==> src/rtl/arb_pkg.sv <==
// Shared types and defaults for the burst grant scheduler.
package arb_pkg;

    typedef enum logic [1:0] {
        MODE_BYP  = 2'b00,
        MODE_RSVD = 2'b01,
        MODE_PROC = 2'b10,
        MODE_PRIO = 2'b11
    } mode_e;

    typedef enum logic [1:0] {
        ST_IDLE    = 2'b00,
        ST_XFER    = 2'b01,
        ST_WAIT    = 2'b10
    } state_e;

    localparam int LEN_W_DFLT   = 4;
    localparam int TIMEOUT_DFLT = 200;

endpackage

==> src/rtl/rr_pick2.sv <==
// Two-way picker: priority requesters first, round-robin to break ties.
module rr_pick2 (
    input  logic [1:0] req,
    input  logic [1:0] prio,
    input  logic       last,
    output logic [1:0] gnt
);

    logic [1:0] cand;

    always_comb begin
        cand = ((req & prio) != 2'b00) ? (req & prio) : req;
        gnt  = cand;
        // last holds the index granted most recently; the other one wins a tie
        if (cand == 2'b11) begin
            gnt = last ? 2'b01 : 2'b10;
        end
    end

endmodule

==> src/rtl/burst_grant_sched.sv <==
// Burst-level scheduler sharing the pixel datapath between two requesters.
module burst_grant_sched
    import arb_pkg::*;
#(
    parameter int NREQ    = 2,
    parameter int LEN_W   = LEN_W_DFLT,
    parameter int TO_W    = 8,
    parameter int TIMEOUT = TIMEOUT_DFLT
) (
    input  logic                       clk,
    input  logic                       rst_n,
    input  logic [NREQ-1:0]            req,
    input  logic [NREQ-1:0][1:0]       req_mode,
    input  logic [NREQ-1:0][LEN_W-1:0] req_len,
    input  logic [NREQ-1:0]            beat_vld,
    input  logic                       fifo_full,
    input  logic                       mstr0_cmplt,
    output logic [NREQ-1:0]            grant,
    output logic [1:0]                 grant_mode,
    output logic                       beat_acc,
    output logic [LEN_W-1:0]           beat_idx,
    output logic                       burst_done,
    output logic                       timeout_err,
    output logic                       busy
);

    state_e            state, state_nxt;
    logic [NREQ-1:0]   grant_nxt;
    logic [1:0]        grant_mode_nxt;
    logic [LEN_W-1:0]  len_q, len_nxt, beat_idx_nxt;
    logic              g_idx, g_idx_nxt;
    logic              last_q, last_nxt;
    logic [TO_W-1:0]   to_cnt, to_cnt_nxt;
    logic              done_nxt, terr_nxt;
    logic [NREQ-1:0]   prio, pick;

    always_comb begin
        prio = '0;
        for (int i = 0; i < NREQ; i++) begin
            prio[i] = (req_mode[i] == MODE_PRIO);
        end
    end

    rr_pick2 u_pick (
        .req  (req),
        .prio (prio),
        .last (last_q),
        .gnt  (pick)
    );

    assign beat_acc = (state == ST_XFER) && beat_vld[g_idx] && !fifo_full;

    always_comb begin
        state_nxt      = state;
        grant_nxt      = grant;
        grant_mode_nxt = grant_mode;
        len_nxt        = len_q;
        beat_idx_nxt   = beat_idx;
        g_idx_nxt      = g_idx;
        last_nxt       = last_q;
        to_cnt_nxt     = to_cnt;
        done_nxt       = 1'b0;
        terr_nxt       = 1'b0;
        case (state)
            ST_IDLE: begin
                beat_idx_nxt = '0;
                if (|req) begin
                    g_idx_nxt      = pick[1];
                    grant_nxt      = pick;
                    grant_mode_nxt = req_mode[pick[1]];
                    len_nxt        = req_len[pick[1]];
                    state_nxt      = ST_XFER;
                end
            end
            ST_XFER: begin
                if (beat_acc) begin
                    if (beat_idx == len_q) begin
                        if (grant_mode == MODE_PROC) begin
                            state_nxt  = ST_WAIT;
                            to_cnt_nxt = '0;
                        end else begin
                            state_nxt = ST_IDLE;
                            grant_nxt = '0;
                            done_nxt  = 1'b1;
                            last_nxt  = g_idx;
                        end
                    end else begin
                        beat_idx_nxt = beat_idx + 1'b1;
                    end
                end
            end
            ST_WAIT: begin
                // completion takes precedence over a coincident timeout
                if (mstr0_cmplt) begin
                    state_nxt = ST_IDLE;
                    grant_nxt = '0;
                    done_nxt  = 1'b1;
                    last_nxt  = g_idx;
                end else if (to_cnt == TO_W'(TIMEOUT - 1)) begin
                    state_nxt = ST_IDLE;
                    grant_nxt = '0;
                    terr_nxt  = 1'b1;
                    last_nxt  = g_idx;
                end else if (to_cnt != '1) begin
                    to_cnt_nxt = to_cnt + 1'b1;
                end
            end
            default: state_nxt = ST_IDLE;
        endcase
    end

    always_ff @(posedge clk) begin
        if (!rst_n) begin
            state       <= ST_IDLE;
            grant       <= '0;
            grant_mode  <= '0;
            len_q       <= '0;
            beat_idx    <= '0;
            g_idx       <= 1'b0;
            last_q      <= 1'b1;
            to_cnt      <= '0;
            burst_done  <= 1'b0;
            timeout_err <= 1'b0;
            busy        <= 1'b0;
        end else begin
            state       <= state_nxt;
            grant       <= grant_nxt;
            grant_mode  <= grant_mode_nxt;
            len_q       <= len_nxt;
            beat_idx    <= beat_idx_nxt;
            g_idx       <= g_idx_nxt;
            last_q      <= last_nxt;
            to_cnt      <= to_cnt_nxt;
            burst_done  <= done_nxt;
            timeout_err <= terr_nxt;
            busy        <= (state_nxt != ST_IDLE);
        end
    end

endmodule

==> config.mk <==
export PLATFORM = sky130hd
export DESIGN_NAME = burst_grant_sched
export DESIGN_NICKNAME = d
export VERILOG_FILES = /design/src/rtl/arb_pkg.sv /design/src/rtl/rr_pick2.sv /design/src/rtl/burst_grant_sched.sv
export SDC_FILE = /design/constraint.sdc
export NUM_CORES = 1
export LEC_CHECK = 0
export BUFFER_PORTS_ARGS = -buffer_cell sky130_fd_sc_hd__buf_4
export CORE_MARGIN = 3
export CORE_UTILIZATION = 53
export CTS_CLUSTER_SIZE = 14
export DETAILED_ROUTE_END_ITERATION = 10
export PLACE_DENSITY = 0.78
export SKIP_CTS_REPAIR_TIMING = 1
export SYNTH_ARGS = -nofsm -noshare
export SYNTH_HDL_FRONTEND = slang
export SYNTH_SLANG_ARGS = --single-unit
==> constraint.sdc <==
create_clock -name clk -period 2.8 [get_ports clk]
set_input_delay 0.84 -clock clk [delete_from_list [all_inputs] [get_ports clk]]
set_output_delay 0.84 -clock clk [all_outputs]
set_load 0.01 [all_outputs]
Yosys cells after proc, flatten, opt, wreduce, memory -nomap -nowiden
Index checks and enable logic that the tools add are counted.
{"block": "word_totals", "out_inout_bits": 12, "input_bits": 20, "regBits": 27, "elab_cells": 98}
{"block": "op_classes", "add_sub_neg": 2, "n_mux": 45, "bitwise": 3, "n_lt_le_gt_ge": 2, "n_reduce_logical": 16, "n_eq_ne": 19}
{"cell": "$mux 8", "count": 6}
{"cell": "$mux 2", "count": 17}
{"cell": "$mux 4", "count": 4}
{"cell": "$pmux 8 s2", "count": 1}
{"cell": "$ne 2x2->1 const B", "count": 7}
{"cell": "$mux 1", "count": 12}
{"cell": "$pmux 2 s3", "count": 2}
{"cell": "$eq 2x2->1 const B", "count": 5}
{"cell": "$add 8x1->8 const B", "count": 1}
{"cell": "$eq 8x8->1 const B", "count": 1}
{"cell": "$ne 8x8->1 const B", "count": 1}
{"cell": "$pmux 4 s2", "count": 1}
{"cell": "$reduce_bool 2->1", "count": 4}
{"cell": "$reduce_and 7->1", "count": 1}
{"cell": "$reduce_and 6->1", "count": 1}
{"cell": "$reduce_and 5->1", "count": 1}
{"cell": "$add 4x1->4 const B", "count": 1}
{"cell": "$eq 4x4->1", "count": 1}
{"cell": "$lt 1x2->1 const B", "count": 2}
{"cell": "$ne 2x1->1 const B", "count": 2}
{"cell": "$pmux 1 s2", "count": 2}
{"cell": "$ne 3x3->1 const B", "count": 1}
{"cell": "$reduce_and 3->1", "count": 1}
{"cell": "$reduce_bool 3->1", "count": 1}
{"cell": "other kinds (9)", "count": 11}

Logic depth before layout (Yosys ltp)
Gate-level depths: netlist (run 1).
{"block": "depth", "word_depth": 8, "depth_mapped": 8, "mapped_depth_nobuf": 7}

Hierarchy
Synthesis (run 1) repeated with hierarchy kept, for this count alone.
{"block": "hier_totals", "hier_cells": 180, "hier_area_um2": 1555.2}
{"mod": "burst_grant_sched", "seq_area_each_um2": 540.5, "instances": 1, "area_per_inst_um2": 1500.2, "cells_each": 173}
{"mod": "rr_pick2", "seq_area_each_um2": 0.0, "instances": 1, "area_per_inst_um2": 55.1, "cells_each": 7}

Worst setup path after synthesis (run 1)
No wires, ideal clock.
{"block": "synth_path", "kind": "input-to-reg", "start": "in beat_vld[1]", "end": "reg to_cnt[4]", "cell_stages": 5, "arrival_ps": 2058, "path_slack_ps": 672, "setup_ps": 70, "path_buffers": 0, "required_time_ps": 2730, "cell_sequence": "mux2i_1 > nor3_4 > a31oi_4 > or4_1 > a21oi_1"}
{"block": "synth_between", "elab_chain_cells": 6}
{"item": "from (decl)", "line_no": "burst_grant_sched.sv:15", "text": "input logic [NREQ-1:0] beat_vld,"}
{"item": "$mux 1 (implied by the code) (2 in a row)", "line_no": "burst_grant_sched.sv:51", "text": "assign beat_acc = (state == ST_XFER) && beat_vld[g_idx] && !fifo_full;"}
{"item": "$logic_and 1x1->1 (2 in a row)", "line_no": "burst_grant_sched.sv:51"}
{"item": "via beat_acc", "line_no": "burst_grant_sched.sv:20", "text": "output logic beat_acc,"}
{"item": "$ne 2x2->1 (no source line)"}
{"item": "$reduce_and 7->1 (no source line)"}
{"item": "to (signal assigned)", "line_no": "burst_grant_sched.sv:133", "text": "to_cnt <= to_cnt_nxt;"}
{"item": "to (decl)", "line_no": "burst_grant_sched.sv:33", "text": "logic [TO_W-1:0] to_cnt, to_cnt_nxt;"}
The timed path passes the listed nets, and every way through them passes these cells. The select of a mux whose other input is x is not followed.
A chain may end at the register's enable or synchronous reset.

Final worst setup path (run 1)
{"block": "layout_path", "start": "reg state[1]", "end": "out beat_acc"}
{"block": "layout_between", "elab_chain_cells": 3}
{"item": "from (decl)", "line_no": "burst_grant_sched.sv:27", "text": "state_e state, state_nxt;"}
{"item": "from (signal assigned)", "line_no": "burst_grant_sched.sv:126", "text": "state <= state_nxt;"}
{"item": "$eq 2x1->1", "line_no": "burst_grant_sched.sv:51"}
{"item": "$logic_and 1x1->1 (2 in a row)", "line_no": "burst_grant_sched.sv:51"}
{"item": "to (decl)", "line_no": "burst_grant_sched.sv:20"}
No other way between the ends.

==> results.cfg, run 1 <==
[run_status]
status = finished clean

[hold_path]
hp-class = reg2reg

[sta]
setup_viol = 0
drv_slew = 0
fin_crit_sh_pct = 93.2
rsz0062_at_grt = no
skew_ns = 0.00383
worst_pin_slew_ns = 0.528
fmax_mhz = 383
maxSlewHeadroom_pct = 64.5
hold_viol_final = 0
fin_setup_tns_ns = 0
post-route-min-period_ns = 2.61

[logic_synthesis]
yosys-mux-area-fraction_pct = 6.80
syn_inst = 165
syn_nets = 191
synthSimpleGateAreaFrac_pct = 22.0
seq_area_frac_synth_pct = 36.2
synth_top_family_by_area = compound AO/OA/AOI/OAI gates
synth_fa_ha_area_share_pct = 5.03
avgSynthCellArea_um2 = 9.04
synthDistinctLibCells = 48
synth_edf_count = 0
async_flop_share_pct = 0
yosys_warnings = 0
synth_area_um2 = 1490
synth_xor_xnor_area_share_pct = 3.52
synth_compound_area_share_pct = 22.6
ys_ff_latch = 27
synth_flop_cell = dfxtp_1

[floorplan]
dieArea_um2 = 3490
io_pins = 32
die_y_um = 59.0
start_util_pct = 58.1
die_x_um = 59.0
core-area_um2 = 2570
num_rows = 18

[layout]
antenna_cells = 0
mostFrequentLayoutCell = buf_4
area_delta_synth_final_pct = 17.8
nFillCells = 214
multi_input_area_um2 = 893
layout-drive-gt1-share_pct = 22.6
seq_area_um2 = 541
fin_util_pct = 68.4
final_cell_mix = 31 x buf_4, 27 x dfxtp_1, 17 x a21oi_1, 11 x nand2_1, 11 x o21ai_0
nets = 222

[routing]
viasPerCell = 6.08
drt_wl_total_um = 3350
first_pass_iters = 4
ant_nets = 0
num_vias = 1367
drcViolationCount = 0
drtIter0Drc = 78
wl_per_cell_um = 14.9

[placed_design]
io_buffer_count = 31
gp_congestion = 0.824
dp_hpwl_um = 2490

[clock_tree]
insertion_delay_ns = 0.33
cts.sinks = 27
htreeDepth = 1
cts_buffer_depth = 2
root_buffer = clkbuf_4
numCtsBuffers = 3
cts_tree = yes
clk_pin_slew_ns = 0.15

[power_and_ir_drop]
leakage_nw = 0.739
p_per_area_nw_per_um2 = 450
p_total_w = 0.000791
irDropWorstVdd_mv = 0.371

[worst_setup_path]
crit_type = reg2out
critPathMaxFanout = 10
required_ns = 1.96
worst-endpoint-arrival_ns = 1.77
worstSetupStartpointType = register
end_kind = output port

[global_routing]
antenna_found_initial = 0
grt_max_degree = 17
grt_pass1_wl_um = 5620
gr-usage-all-layers_pct = 20.8
grt_pass1_vias = 1266
grt_overflow = 0

[flow_run]
drv_cap = 0
metrics by stage:
stage	instances	hold slack (ns)	setup WS [ns]	area, µm²
6_report	225	0.487	0.192	1760
5_1_grt	225	0.515	0.0263	1760
4_1_cts	225	0.480	0.205	1760
3_5_place_dp	221	0.461	0.381	1730
3_3_place_gp	221	0.445	0.413	1730
2_1_floorplan	165	0.448	0.672	1490
cell families after synthesis:
| logic type | Yosys count |
|---|---|
| flip-flops | 27 |
| adder cells (fa/ha/maj) | 6 |
| buffers and inverters | 12 |
| AO/OA/AOI/OAI | 50 |
| multiplexers | 10 |
| XOR/XNOR | 6 |
| AND/OR/NAND/NOR | 54 |
final cells by class:
class,instances,share of cell area [%]
multi-input combinational,126,50.9
sequential,27,30.8
timing repair buffer,31,13.2
tap,30,2.14
clock buffer,4,1.50
inverter,7,1.50
where the power goes:
group	switching [W]	total (W)	leakage [nW]	internal, W
registers	0.0000173	0.000426	0.220	0.000408
logic	0.000104	0.000191	0.504	0.0000867
clock network	0.000118	0.000174	0.0150	0.0000560
worst max-delay path: stages, from the launching register on:
cell and delay [ns]:
dfxtp_1 0.39, inv_1 0.10, ha_1 0.20, inv_1 0.13
nor3_4 0.42, buf_4 0.21
final timing paths:
check	depth (start not counted)	startpoint	end	slack, ns
hold / removal	2	grant[1]	grant[1]	0.49
setup / recovery	5	state[1]	beat_acc	0.19
hold reg to reg	2	grant[1]	grant[1]	0.49
setup reg to reg	7	state[1]	to_cnt[6]	0.56
per-layer routing:
layer | vias to the layer above | GRT usage [%] | wire length [µm]
li1 | 672 | - | -
met1 | 635 | 28.0 | 1480
met2 | 54 | 33.4 | 1610
met3 | 6 | 3.05 | 198
met4 | 0 | 8.41 | 68
met5 | - | 0 | 0
cell usage after synthesis (all sizes together) (3+ instances only):
cell,count,area (µm²)
or4,5,37.5
o21ai,11,55.1
mux2i,9,90.1
and3,3,20.0
ha,6,75.1
inv,6,22.5
xor2,4,35.0
or3,3,18.8
clkbuf,3,11.3
nand3,7,35.0
o31ai,7,52.6
nor3,5,36.3
dfxtp,27,541
nand2,11,41.3
a21oi,17,85.1
nor2,6,22.5
nand2b,3,18.8
flip-flops by register name, summed over array words and instances, names as in the netlist:
register	flops
state	2
last_q	1
busy	1
len_q	4
grant_mode	2
grant	2
beat_idx	4
timeout_err	1
burst_done	1
g_idx	1
to_cnt	8
No activity file was read; power rests on OpenSTA's default activity.
==> run 2: changes to the inputs <==
- PLACE_DENSITY: 0.78 -> unset
- PLACE_DENSITY_LB_ADDON: unset -> 0.12
==> results.cfg, run 2 (synthesized netlist as in run 1, its figures left out) <==
[run_status]
status = finished clean

[worst_setup_path]
required_ns = 1.96
crit_type = reg2out
critPathMaxFanout = 10
worst-endpoint-arrival_ns = 1.71
end_kind = output port
worstSetupStartpointType = register

[sta]
fin_crit_sh_pct = 90.9
skew_ns = 0.0110
maxSlewHeadroom_pct = 73.4
drv_slew = 0
hold_viol_final = 0
fmax_mhz = 393
setup_viol = 0
worst_pin_slew_ns = 0.395
fin_setup_tns_ns = 0
layout_setup_ws_ns = 0.254
post-route-min-period_ns = 2.55
rsz0062_at_grt = no
hold_ws_ns = 0.477

[global_routing]
antenna_found_initial = 0
grt_pass1_vias = 1224
grt_max_degree = 17
gr-usage-all-layers_pct = 20.5
grt_overflow = 0
grt_pass1_wl_um = 5420

[flow_run]
drv_cap = 0

[layout]
top_register = to_cnt
mostFrequentLayoutCell = buf_4
area_delta_synth_final_pct = 18.4
nets = 223
layout-drive-gt1-share_pct = 23.5
antenna_cells = 0
final_cell_mix = 32 x buf_4, 27 x dfxtp_1, 17 x a21oi_1, 11 x nand2_1, 11 x o21ai_0
fin_util_pct = 68.8
seq_area_um2 = 541
nFillCells = 208
multi_input_area_um2 = 893
reg_top3 = to_cnt: 8 flops, beat_idx: 4 flops, len_q: 4 flops
final_cells = 226
largest_register_ffs = 8

[floorplan]
die_y_um = 59.0
num_rows = 18
core-area_um2 = 2570
start_util_pct = 58.1
die_x_um = 59.0
dieArea_um2 = 3490
io_pins = 32

[placed_design]
gp_congestion = 0.838
dp.cells = 222
io_buffer_count = 31
dp_hpwl_um = 2450
dpl_worst_slack_ns = 0.374

[routing]
first_pass_iters = 4
viasPerCell = 5.90
ant_nets = 0
num_vias = 1333
drcViolationCount = 0
drt_wl_total_um = 3210
drtIter0Drc = 52
wl_per_cell_um = 14.2

[clock_tree]
cts_buffer_depth = 2
cts_tree = yes
cts.sinks = 27
numCtsBuffers = 3
insertion_delay_ns = 0.33
clk_pin_slew_ns = 0.15
root_buffer = clkbuf_4
htreeDepth = 1

[power_and_ir_drop]
irDropWorstVdd_mv = 0.389
leakage_nw = 0.747
p_per_area_nw_per_um2 = 447

[hold_path]
hp-class = reg2reg
-- run 2: cell count changes in the layout (fill, tap and decap cells not counted), sizes merged --
cell,change
buf,+1
clkbuf,-1
clkinv,+1
-- run 2: cell type report --
| cell class | instances | area share, % |
|---|---|---|
| multi-input combinational | 126 | 50.6 |
| sequential | 27 | 30.6 |
| timing repair buffer | 32 | 13.6 |
| tap | 30 | 2.13 |
| inverter | 7 | 1.49 |
| clock buffer | 3 | 1.28 |
| clock inverter | 1 | 0.283 |
-- run 2: final timing paths --
check | start | endpoint | cells after the start | slack [ns]
max reg2reg | state[1] | to_cnt[4] | 7 | 0.57
min | grant[0] | grant[0] | 2 | 0.48
min reg2reg | grant[0] | grant[0] | 2 | 0.48
max | state[1] | beat_acc | 5 | 0.25
-- run 2: critical path, stage by stage (launching register included) --
cell and delay (ns):
dfxtp_1 0.38, inv_1 0.09, ha_1 0.19, inv_1 0.12
nor3_4 0.41, buf_4 0.20
-- run 2: through the flow --
step | area, µm² | total power, W
after floorplan | 1490 | 0.000557
after detailed placement | 1740 | 0.000629
after global placement | 1740 | 0.000622
after CTS | 1770 | 0.000797
final | 1770 | 0.000789
after global routing | 1770 | 0.000833
-- run 2: power by group --
| part | switching (W) | internal, W | total (W) | leakage (nW) |
|---|---|---|---|---|
| clock network | 0.000115 | 0.0000537 | 0.000168 | 0.0177 |
| logic | 0.000105 | 0.0000908 | 0.000196 | 0.509 |
| registers | 0.0000170 | 0.000408 | 0.000425 | 0.220 |
| total | 0.000237 | 0.000553 | 0.000789 | 0.747 |
-- run 2: routing by layer --
layer / GRT usage [%] / vias to the layer above / routed length, µm
met3: 4.79 / 8 / 229
met4: 7.77 / 0 / 68
met5: 0 / - / 0
met2: 33.4 / 52 / 1480
li1: - / 675 / -
met1: 26.1 / 598 / 1430
==> run 3: changes to the inputs <==
- CORE_UTILIZATION: 53 -> 48
- clock period: 2.8 -> 2.1 ns (I/O delays scaled with it)
==> results.cfg, run 3 (synthesized netlist as in run 1, its figures left out) <==
[layout]
antenna_cells = 0
final_cell_mix = 38 x buf_4, 25 x dfxtp_1, 17 x a21oi_1, 11 x nand2_1, 11 x o21ai_0
nets = 231
largest_register_ffs = 8
nFillCells = 260
mostFrequentLayoutCell = buf_4
area_delta_synth_final_pct = 24.7
reg_top3 = to_cnt: 8 flops, beat_idx: 4 flops, len_q: 4 flops
layout-drive-gt1-share_pct = 28.9
final_cells = 235
top_register = to_cnt

[power_and_ir_drop]
netSwitchingFraction_pct = 30.7
p_clk_share_pct = 21.7
seq_power_share_pct = 52.0
leakage_nw = 0.793
p_sw_w = 0.000335
irDropWorstVdd_mv = 0.317
p_total_w = 0.00109
intPower_w = 0.000755
p_per_area_nw_per_um2 = 586
p_comb_share_pct = 26.4

[hold_path]
holdPathEnd = grant[1]
hp-class = reg2reg
hold_path.startpoint = grant[1]
hold_depth = 2

[clock_tree]
root_buffer = clkbuf_4
cts.sinks = 27
htreeDepth = 1
clk_pin_slew_ns = 0.15
numCtsBuffers = 3
cts_buffer_depth = 2
cts_tree = yes
insertion_delay_ns = 0.34

[sta]
worst_pin_slew_ns = 0.392
post-route-min-period_ns = 2.08
hold_viol_final = 0
fin_crit_sh_pct = 99.1
maxSlewHeadroom_pct = 73.6
skew_ns = 0.0128
fmax_mhz = 481
setup_viol = 0
drv_slew = 0
rsz0062_at_grt = yes

[floorplan]
num_rows = 19
dieArea_um2 = 3810
start_util_pct = 52.3
io_pins = 32
die_x_um = 61.7
die_y_um = 61.7
core-area_um2 = 2850

[worst_setup_path]
end_kind = output port
critPathMaxFanout = 5
crit_type = reg2out
crit_buf_inv = 4
critical_path.max_stage_delay_ns = 0.39
worstSetupStartpointType = register
path_cells = inv_4, ha_4, inv_4, nor3_4, buf_6, buf_6
critPathSlowestCell = dfxtp_4
crit_family = flip-flops
critical_path_depth = 6
cp-startpoint = state[1]
r2r-end = to_cnt[2]
worst-endpoint-arrival_ns = 1.45
timing.rr.start = state[1]
required_ns = 1.47
r2r_cells = 8
reg2reg_slack_ns = 0.10

[routing]
drtIter0Drc = 164
drcViolationCount = 0
viasPerCell = 6.04
drt_wl_total_um = 3470
ant_nets = 0
num_vias = 1419
first_pass_iters = 4
wl_per_cell_um = 14.8

[run_status]
status = finished clean

[placed_design]
io_buffer_count = 31
dp_hpwl_um = 2580
dp.cells = 228
gp_congestion = 0.925

[global_routing]
grt_pass1_vias = 1285
grt_max_degree = 16
grt_overflow = 0
gr-usage-all-layers_pct = 19.7
antenna_found_initial = 0
grt_pass1_wl_um = 5600

[flow_run]
drv_cap = 0
run 3: final cells by class:
class                           instances  area [µm²]  area share, %
Inverter                                7        31.3           1.68
Sequential cell                        27         546           29.3
Timing Repair Buffer                   40         308           16.5
Clock buffer                            4        26.3           1.41
Tap cell                               31        38.8           2.08
Multi-Input combinational cell        126         911           49.0
run 3: per-layer routing:
metal  up-vias  GRT usage (%)  part of all wire (%)
met1       685           25.8                    46
met5         -              0                     0
met3         5           3.31                   4.2
met2        32           32.1                    48
met4         0           8.18                   1.7
li1        697              -                     -
run 3: worst max-delay path by stage:
stage           endpoint  slack, ns
2_1_floorplan  to_cnt[5]       0.18
3_3_place_gp   to_cnt[6]       0.13
3_5_place_dp    len_q[1]       0.08
4_1_cts         beat_acc      -0.20
5_1_grt         beat_acc      -0.06
6_report        beat_acc       0.02
run 3: per-stage QoR:
step,worst slack (ns),cell area [µm²],utilization (%),hold WS [ns],setup TNS [ns]
2_1_floorplan,0.182,1490,-,0.448,0
3_3_place_gp,0.125,1780,62.3,0.450,0
3_5_place_dp,0.0767,1780,62.3,0.461,0
4_1_cts,-0.197,1800,63.2,0.480,-0.197
5_1_grt,-0.0553,1860,65.2,0.501,-0.0553
6_report,0.0194,1860,65.2,0.477,0
run 3: worst reg2reg max path, cell delays in order (launching register included):
cell and delay [ns]:
dfxtp_4 0.39, buf_4 0.13, ha_1 0.24, nand2_1 0.08, and3_2 0.21, a31oi_4 0.18
buf_4 0.20, or3_1 0.35, a21oi_1 0.15
run 3: power by group through the flow:
stage	Clock [W]	Sequential, W	Combinational, W
final	0.000236	0.000566	0.000287
after global routing	0.000260	0.000571	0.000316
after CTS	0.000239	0.000566	0.000274
after detailed placement	0	0.000578	0.000272
after global placement	0	0.000576	0.000267
after floorplan	0	0.000580	0.000163
